$ cat src/rtl/ysyx_25040111_axi_arbiter.sv
// ysyx_25040111_axi_arbiter
// Two-master (IFU read-only, LSU read/write) to one-slave AXI4 arbiter.
// One single-beat transaction is outstanding on io_master_* at any time;
// the owner's channels are wired combinationally once granted, and the bus
// returns to IDLE for at least one cycle between transactions.
//
// Ports:
//   clk, rst_n               clock, synchronous active-low reset
//   ifu_ar*/ifu_r*           IFU read address / read response
//   lsu_ar*/lsu_r*           LSU read address / read response
//   lsu_aw*/lsu_w*/lsu_b*    LSU write address / write data / write response
//   io_master_*              single AXI4 master port out of the core
//
// Configuration:
//   YSYX_25040111_ARB_RR_EN  defined: round-robin between IFU and LSU using a
//                            1-bit last_owner register (LSU write still beats
//                            LSU read). Undefined: fixed priority
//                            LSU write > LSU read > IFU read.
module ysyx_25040111_axi_arbiter #(
    parameter int ADDR_W = 32,
    parameter int DATA_W = 32
) (
    input  logic                clk,
    input  logic                rst_n,
    input  logic                ifu_arvalid,
    input  logic [ADDR_W-1:0]   ifu_araddr,
    output logic                ifu_arready,
    output logic                ifu_rvalid,
    output logic [DATA_W-1:0]   ifu_rdata,
    output logic [1:0]          ifu_rresp,
    input  logic                ifu_rready,
    input  logic                lsu_arvalid,
    input  logic [ADDR_W-1:0]   lsu_araddr,
    input  logic [2:0]          lsu_arsize,
    output logic                lsu_arready,
    output logic                lsu_rvalid,
    output logic [DATA_W-1:0]   lsu_rdata,
    output logic [1:0]          lsu_rresp,
    input  logic                lsu_rready,
    input  logic                lsu_awvalid,
    input  logic [ADDR_W-1:0]   lsu_awaddr,
    input  logic [2:0]          lsu_awsize,
    output logic                lsu_awready,
    input  logic                lsu_wvalid,
    input  logic [DATA_W-1:0]   lsu_wdata,
    input  logic [DATA_W/8-1:0] lsu_wstrb,
    input  logic                lsu_wlast,
    output logic                lsu_wready,
    output logic                lsu_bvalid,
    output logic [1:0]          lsu_bresp,
    input  logic                lsu_bready,
    output logic                io_master_arvalid,
    output logic [ADDR_W-1:0]   io_master_araddr,
    output logic [3:0]          io_master_arid,
    output logic [7:0]          io_master_arlen,
    output logic [2:0]          io_master_arsize,
    output logic [1:0]          io_master_arburst,
    input  logic                io_master_arready,
    input  logic                io_master_rvalid,
    input  logic [DATA_W-1:0]   io_master_rdata,
    input  logic [1:0]          io_master_rresp,
    input  logic                io_master_rlast,
    input  logic [3:0]          io_master_rid,
    output logic                io_master_rready,
    output logic                io_master_awvalid,
    output logic [ADDR_W-1:0]   io_master_awaddr,
    output logic [3:0]          io_master_awid,
    output logic [7:0]          io_master_awlen,
    output logic [2:0]          io_master_awsize,
    output logic [1:0]          io_master_awburst,
    input  logic                io_master_awready,
    output logic                io_master_wvalid,
    output logic [DATA_W-1:0]   io_master_wdata,
    output logic [DATA_W/8-1:0] io_master_wstrb,
    output logic                io_master_wlast,
    input  logic                io_master_wready,
    input  logic                io_master_bvalid,
    input  logic [1:0]          io_master_bresp,
    input  logic [3:0]          io_master_bid,
    output logic                io_master_bready
);

    typedef enum logic [1:0] {IDLE, IFU_RD, LSU_RD, LSU_WR} st_t;

    st_t st, st_nxt, grant;

    // Response IDs are not inspected: only one transaction is ever outstanding.
    logic unused_ids;
    assign unused_ids = ^{io_master_rid, io_master_bid};

    // Payload fields are qualified by the valids below, so they pass straight through.
    assign io_master_arlen   = '0;
    assign io_master_arburst = 2'b01;
    assign io_master_awid    = 4'd1;
    assign io_master_awlen   = '0;
    assign io_master_awburst = 2'b01;
    assign io_master_awaddr  = lsu_awaddr;
    assign io_master_awsize  = lsu_awsize;
    assign io_master_wdata   = lsu_wdata;
    assign io_master_wstrb   = lsu_wstrb;
    assign io_master_wlast   = lsu_wlast;
    assign ifu_rdata         = io_master_rdata;
    assign ifu_rresp         = io_master_rresp;
    assign lsu_rdata         = io_master_rdata;
    assign lsu_rresp         = io_master_rresp;
    assign lsu_bresp         = io_master_bresp;

`ifdef YSYX_25040111_ARB_RR_EN
    typedef enum logic {OWN_IFU, OWN_LSU} owner_t;
    owner_t last_owner;

    always_ff @(posedge clk) begin
        if (!rst_n)
            last_owner <= OWN_IFU;
        else if (st == IDLE && st_nxt != IDLE)
            last_owner <= (st_nxt == IFU_RD) ? OWN_IFU : OWN_LSU;
    end

    // IFU only wins a conflict when the LSU owned the previous transaction.
    always_comb begin
        grant = IDLE;
        if ((lsu_awvalid || lsu_arvalid) && !(ifu_arvalid && last_owner == OWN_LSU))
            grant = lsu_awvalid ? LSU_WR : LSU_RD;
        else if (ifu_arvalid)
            grant = IFU_RD;
    end
`else
    always_comb begin
        grant = IDLE;
        if (lsu_awvalid)
            grant = LSU_WR;
        else if (lsu_arvalid)
            grant = LSU_RD;
        else if (ifu_arvalid)
            grant = IFU_RD;
    end
`endif

    always_ff @(posedge clk) begin
        if (!rst_n)
            st <= IDLE;
        else
            st <= st_nxt;
    end

    always_comb begin
        st_nxt            = st;
        io_master_arvalid = 1'b0;
        io_master_araddr  = ifu_araddr;
        io_master_arid    = '0;
        io_master_arsize  = 3'b010;
        io_master_rready  = 1'b0;
        io_master_awvalid = 1'b0;
        io_master_wvalid  = 1'b0;
        io_master_bready  = 1'b0;
        ifu_arready       = 1'b0;
        ifu_rvalid        = 1'b0;
        lsu_arready       = 1'b0;
        lsu_rvalid        = 1'b0;
        lsu_awready       = 1'b0;
        lsu_wready        = 1'b0;
        lsu_bvalid        = 1'b0;
        case (st)
            IDLE: st_nxt = grant;
            IFU_RD: begin
                io_master_arvalid = ifu_arvalid;
                ifu_arready       = io_master_arready;
                ifu_rvalid        = io_master_rvalid;
                io_master_rready  = ifu_rready;
                if (io_master_rvalid && ifu_rready && io_master_rlast)
                    st_nxt = IDLE;
            end
            LSU_RD: begin
                io_master_arvalid = lsu_arvalid;
                io_master_araddr  = lsu_araddr;
                io_master_arid    = 4'd1;
                io_master_arsize  = lsu_arsize;
                lsu_arready       = io_master_arready;
                lsu_rvalid        = io_master_rvalid;
                io_master_rready  = lsu_rready;
                if (io_master_rvalid && lsu_rready && io_master_rlast)
                    st_nxt = IDLE;
            end
            LSU_WR: begin
                io_master_awvalid = lsu_awvalid;
                lsu_awready       = io_master_awready;
                io_master_wvalid  = lsu_wvalid;
                lsu_wready        = io_master_wready;
                lsu_bvalid        = io_master_bvalid;
                io_master_bready  = lsu_bready;
                if (io_master_bvalid && lsu_bready)
                    st_nxt = IDLE;
            end
            default: st_nxt = IDLE;
        endcase
    end

endmodule

$ cat config.mk
export PLATFORM = sky130hd
export DESIGN_NAME = ysyx_25040111_axi_arbiter
export DESIGN_NICKNAME = d
export VERILOG_FILES = /design/src/rtl/ysyx_25040111_axi_arbiter.sv
export SDC_FILE = /design/constraint.sdc
export NUM_CORES = 1
export LEC_CHECK = 0
export ABC_AREA = 0
export CAP_MARGIN = 0
export CORE_AREA = 4 4 157 159
export DETAILED_ROUTE_END_ITERATION = 7
export DIE_AREA = 0 0 161 163
export GPL_ROUTABILITY_DRIVEN = 0
export SKIP_LAST_GASP = 1
export SLEW_MARGIN = 20
export SYNTH_ARGS = -nofsm -noshare
export SYNTH_HDL_FRONTEND = slang
export SYNTH_SLANG_ARGS = --single-unit
$ cat constraint.sdc
create_clock -name clk -period 2.6 [get_ports clk]
set_input_delay 0.26 -clock clk [delete_from_list [all_inputs] [get_ports clk]]
set_output_delay 0.26 -clock clk [all_outputs]
set_load 0.03 [all_outputs]
# Word-level counts from Yosys, hierarchy flattened
# Cells that the tools add are included.
dict set report classes {
  reduce_logical 7
  eq_ne 6
  muxes 22
}
# operator n
set op_table {}
lappend op_table {{32-bit 2-to-1 mux} 1}
lappend op_table {{1-bit 2-to-1 mux} 12}
lappend op_table {{2-bit 2-to-1 mux} 5}
lappend op_table {{2-bit case mux with 4 select lines} 1}
lappend op_table {{2-bit inequality test, second input constant} 3}
lappend op_table {{1-bit logical AND} 5}
lappend op_table {{2-bit equality test, second input constant} 2}
lappend op_table {{1-bit case mux with 2 select lines} 2}
lappend op_table {{3-bit 2-to-1 mux} 1}
lappend op_table {{3-bit AND reduction} 1}
lappend op_table {{2-bit by 1-bit equality test with 1-bit output, second input constant} 1}
lappend op_table {{2-bit zero test} 1}
dict set report totals {
  reg_bits 2
  elab_cells 36
}

# Logic depth before layout (Yosys ltp)
# Gate-level depths: netlist (run 1).
dict set report logic_depth {
  ltp_word 4
  depth_mapped 6
  depth_no_buf 5
}

# Least setup slack after synthesis (run 1)
# Ideal clock, no wire load.
dict set report synth_timing {
  path_type {reg2out}
  startpoint {register st[0]}
  endpoint {output port io_master_araddr[0]}
  path_slack_ps 765
  stages_incl_launch_ff 6
  arrival_ps 1575
  path_cell_list {dfxtp_1 > inv_1 > ha_1 > buf_6 > buf_2 > mux2_2}
}
dict set report synth_between {
  elab_chain_cells 2
}
# item line
set synth_rtl {}
lappend synth_rtl {{from (decl)} 85} ;# st_t st, st_nxt, grant;
lappend synth_rtl {{from (signal assigned)} 143} ;# st <= st_nxt;
lappend synth_rtl {{2-bit equality test} 163} ;# case (st)
lappend synth_rtl {{32-bit 2-to-1 mux} 163}
lappend synth_rtl {{to (decl)} 53} ;# output logic [ADDR_W-1:0] io_master_araddr,
# No other way between the ends.

# Final worst setup path (run 1)
dict set report layout_timing {
  startpoint {register st[0]}
  endpoint {output port io_master_araddr[24]}
}
# Same word-level chain as after synthesis.

==> results.md, run 1 <==
* Crit-path slowest cell: clkdlybuf4s50_1
* DRT Pass-1 Iters at 2
* Crit-path cells: inv_1, ha_2, buf_12, mux2_2, clkdlybuf4s50_1
* First-pass GRT wire length at 8890 um
* Final setup viols at 0
* Met2 wire length at about 2700 um
* CP Data Required Time at 2340 ps
* Rows at 56
* Post-CTS setup buffer count at 0
* Die span in x at 161 um
* Crit. End Element: primary output
* H-tree depth at 1
* Pint at roughly 900 uW
* Die footprint at around 26000 um2
* DR WL met3 at 1280 um
* Final Hold Viols at 0
* CP delay by family, top: buffers and inverters
* Synth Register Bits at 2
* Reg clk slew, reported paths at ~30 ps
* Buf/Inv on CP at 3
* Max reg flops at 2
* Clk buf depth at 2
* Final global-route overflow total at 0
* Met1 Wirelength at 1970 um
* Vias per cell at between 2 and 2.5
* CTS Hold Bufs at 0
* Comb pwr share at 0.822
* CTS tree: yes
* Hold crit path type: reg2reg
* Most flop-heavy register: st
* Count of input and output buffers at around 130
* Max cap viols at 0
* Peak supply drop at approximately 160 uV
* Core footprint at 23300 um2
* Skew final at 1.73 ps
* Pin count of the biggest net entering global routing at 29
* DR WL/cell at 12.0 um
* Vias in the first global route at around 1400
* Sequential share of power at 0.037
* Setup_tns at 0 ps
* Largest stage delay on the critical path at 650 ps
* # DRC at 0
* Clock power frac at 0.141
* Initial antenna violation count at 0
* Fin util at 0.111
* Finished Cell Area at 2580 um2
* Worst hold slack at a little under 500 ps
* Clk_lat worst skew at 220 ps
* CP Launch Type: flip-flop
* Fill cells at around 2700
* Layout Nets at ~440
* Leakage at 0.000893 uW
* Worst setup path class: reg2out
* Post-Syn Area at 1990 um2
* Post-Syn Instances at 245
* Share of cells above drive strength 1 at 0.177
* Biggest registers after layout: st x2
* Number of DRC markers in iteration 0 at 6
* Overall Power at between 1500 and 2000 uW
* Synth warn at 0
* Cell variety after synth at 18
* Final worst path period share at 0.918
* Final wirelength at about 6600 um
* Sw Ratio at 0.461
* CP Data Arrival Time at around 2100 ps
* Synth Area per Inst at 8.13 um2
* Num CTS Buffers at 3
* Sequential share of the synthesized area at 0.0201
* Fmax at 419 MHz
* CTS Sinks at 2
* Worst-path maximum fanout at 28
* Clock period minus worst slack at 2390 ps
* Pwr Density at 634 nW/um2
* Global-route total usage across every layer at 0.0452
* Root buffer cell: clkbuf_16
* IO Pins at 415
* Post_cts resized at 0
* Die Ht at 163 um
* RSZ-0062 raised after global routing: false
* Slew Limit Fails at 0
* Final antenna-violating net count at 0
* Detail Placement HPWL at 5800 um
* Total vias in the final route at 1307
* Initial Util at 0.0856
* Syn-to-layout area delta at 29.9%
* Psw at ~760 uW
* Highest routed layer: met4
* Status: finished, final reports clean
* Placement-stage cell area at about 2500 um2
[cells by family after synthesis]
logic type / after synthesis / share of synthesized area
muxes: 34 / 0.191
AOI/OAI and AO/OA: 6 / 0.0333
buffers and inverters: 175 / 0.654
and+or+nand+nor: 21 / 0.0660
adders and majority gates: 5 / 0.0314
other: 2 / 0.00377
DFF: 2 / 0.0201
[stage by stage]
stage | std cells | setup slack [ps]
6_report | 551 | 213
5_1_grt | 550 | 101
4_1_cts | 550 | 173
3_5_place_dp | 547 | 411
3_3_place_gp | 547 | 417
2_1_floorplan | 270 | 765
[per-layer routing]
metal / up-vias / track usage
met5: - / 0
met4: 0 / 0.0458
met3: 64 / 0.0354
met2: 157 / 0.0616
met1: 531 / 0.0414
li1: 555 / -
[cells in the final DEF (no fill, tap or decap)]
cell type          n
clkdlybuf4s50_1  128
ha_2               1
diode_2            1
nor2b_1            4
o211ai_1           2
dfxtp_1            2
buf_4              2
and2_1            12
ha_1               4
a2111oi_4          1
nand2b_1           1
nor2b_4            1
conb_1            27
a22oi_1            2
mux2i_1            2
a2bb2oi_1          1
nand2_1            3
mux2_2            32
clkbuf_16          3
buf_12             1
inv_1              2
[worst min-delay path: cells and delay by family (launching register included)]
| kind | cells | cell delay, ps |
|---|---|---|
| mux | 1 | 50 |
| simple gates | 1 | 60 |
| flops | 1 | 330 |
[power groups by stage]
stage          Sequential, uW  Clock (uW)  Combinational (uW)
2_1_floorplan            56.7           0                1250
3_3_place_gp             60.1           0                1370
3_5_place_dp             60.4           0                1370
4_1_cts                  60.1         236                1380
5_1_grt                  64.3         242                1430
6_report                 60.1         232                1350
[cell type report]
type | instances | area [um2] | share of cell area
tap | 319 | 399 | 0.154
sequential | 2 | 40.0 | 0.0155
inverter | 2 | 7.51 | 0.00290
multi-input combinational | 93 | 744 | 0.288
antenna | 1 | 2.50 | 0.000968
clock buffer | 3 | 75.1 | 0.0290
timing repair buffer | 131 | 1320 | 0.509
[cells in the mapped netlist, drive strengths merged]
master,n,area [um2]
nor2b,5,38.8
a22oi,2,15.0
o211ai,2,15.0
nand2,3,11.3
inv,2,7.51
dfxtp,2,40.0
buf,173,1290
mux2,32,360
ha,5,62.6
a2bb2oi,1,8.76
and2,12,75.1
nand2b,1,6.26
a2111oi,1,27.5
conb,2,7.51
mux2i,2,20.0
[worst paths after layout]
check / from / to / slack, ps / cells after the start
worst min-delay path: st[0] / st[0] / 490 / 2
worst max register to register: st[0] / st[1] / 890 / 6
worst max-delay path: st[0] / io_master_araddr[24] / 210 / 5
worst min register to register: st[0] / st[0] / 490 / 2
Power figures use the tool's default switching activity.
==> run 2: changes to the inputs <==
Settings changed: SKIP_LAST_GASP 1 to default.
==> results of run 2 <==
Same layout as run 1: the final DEF is identical, and so are final timing and power.
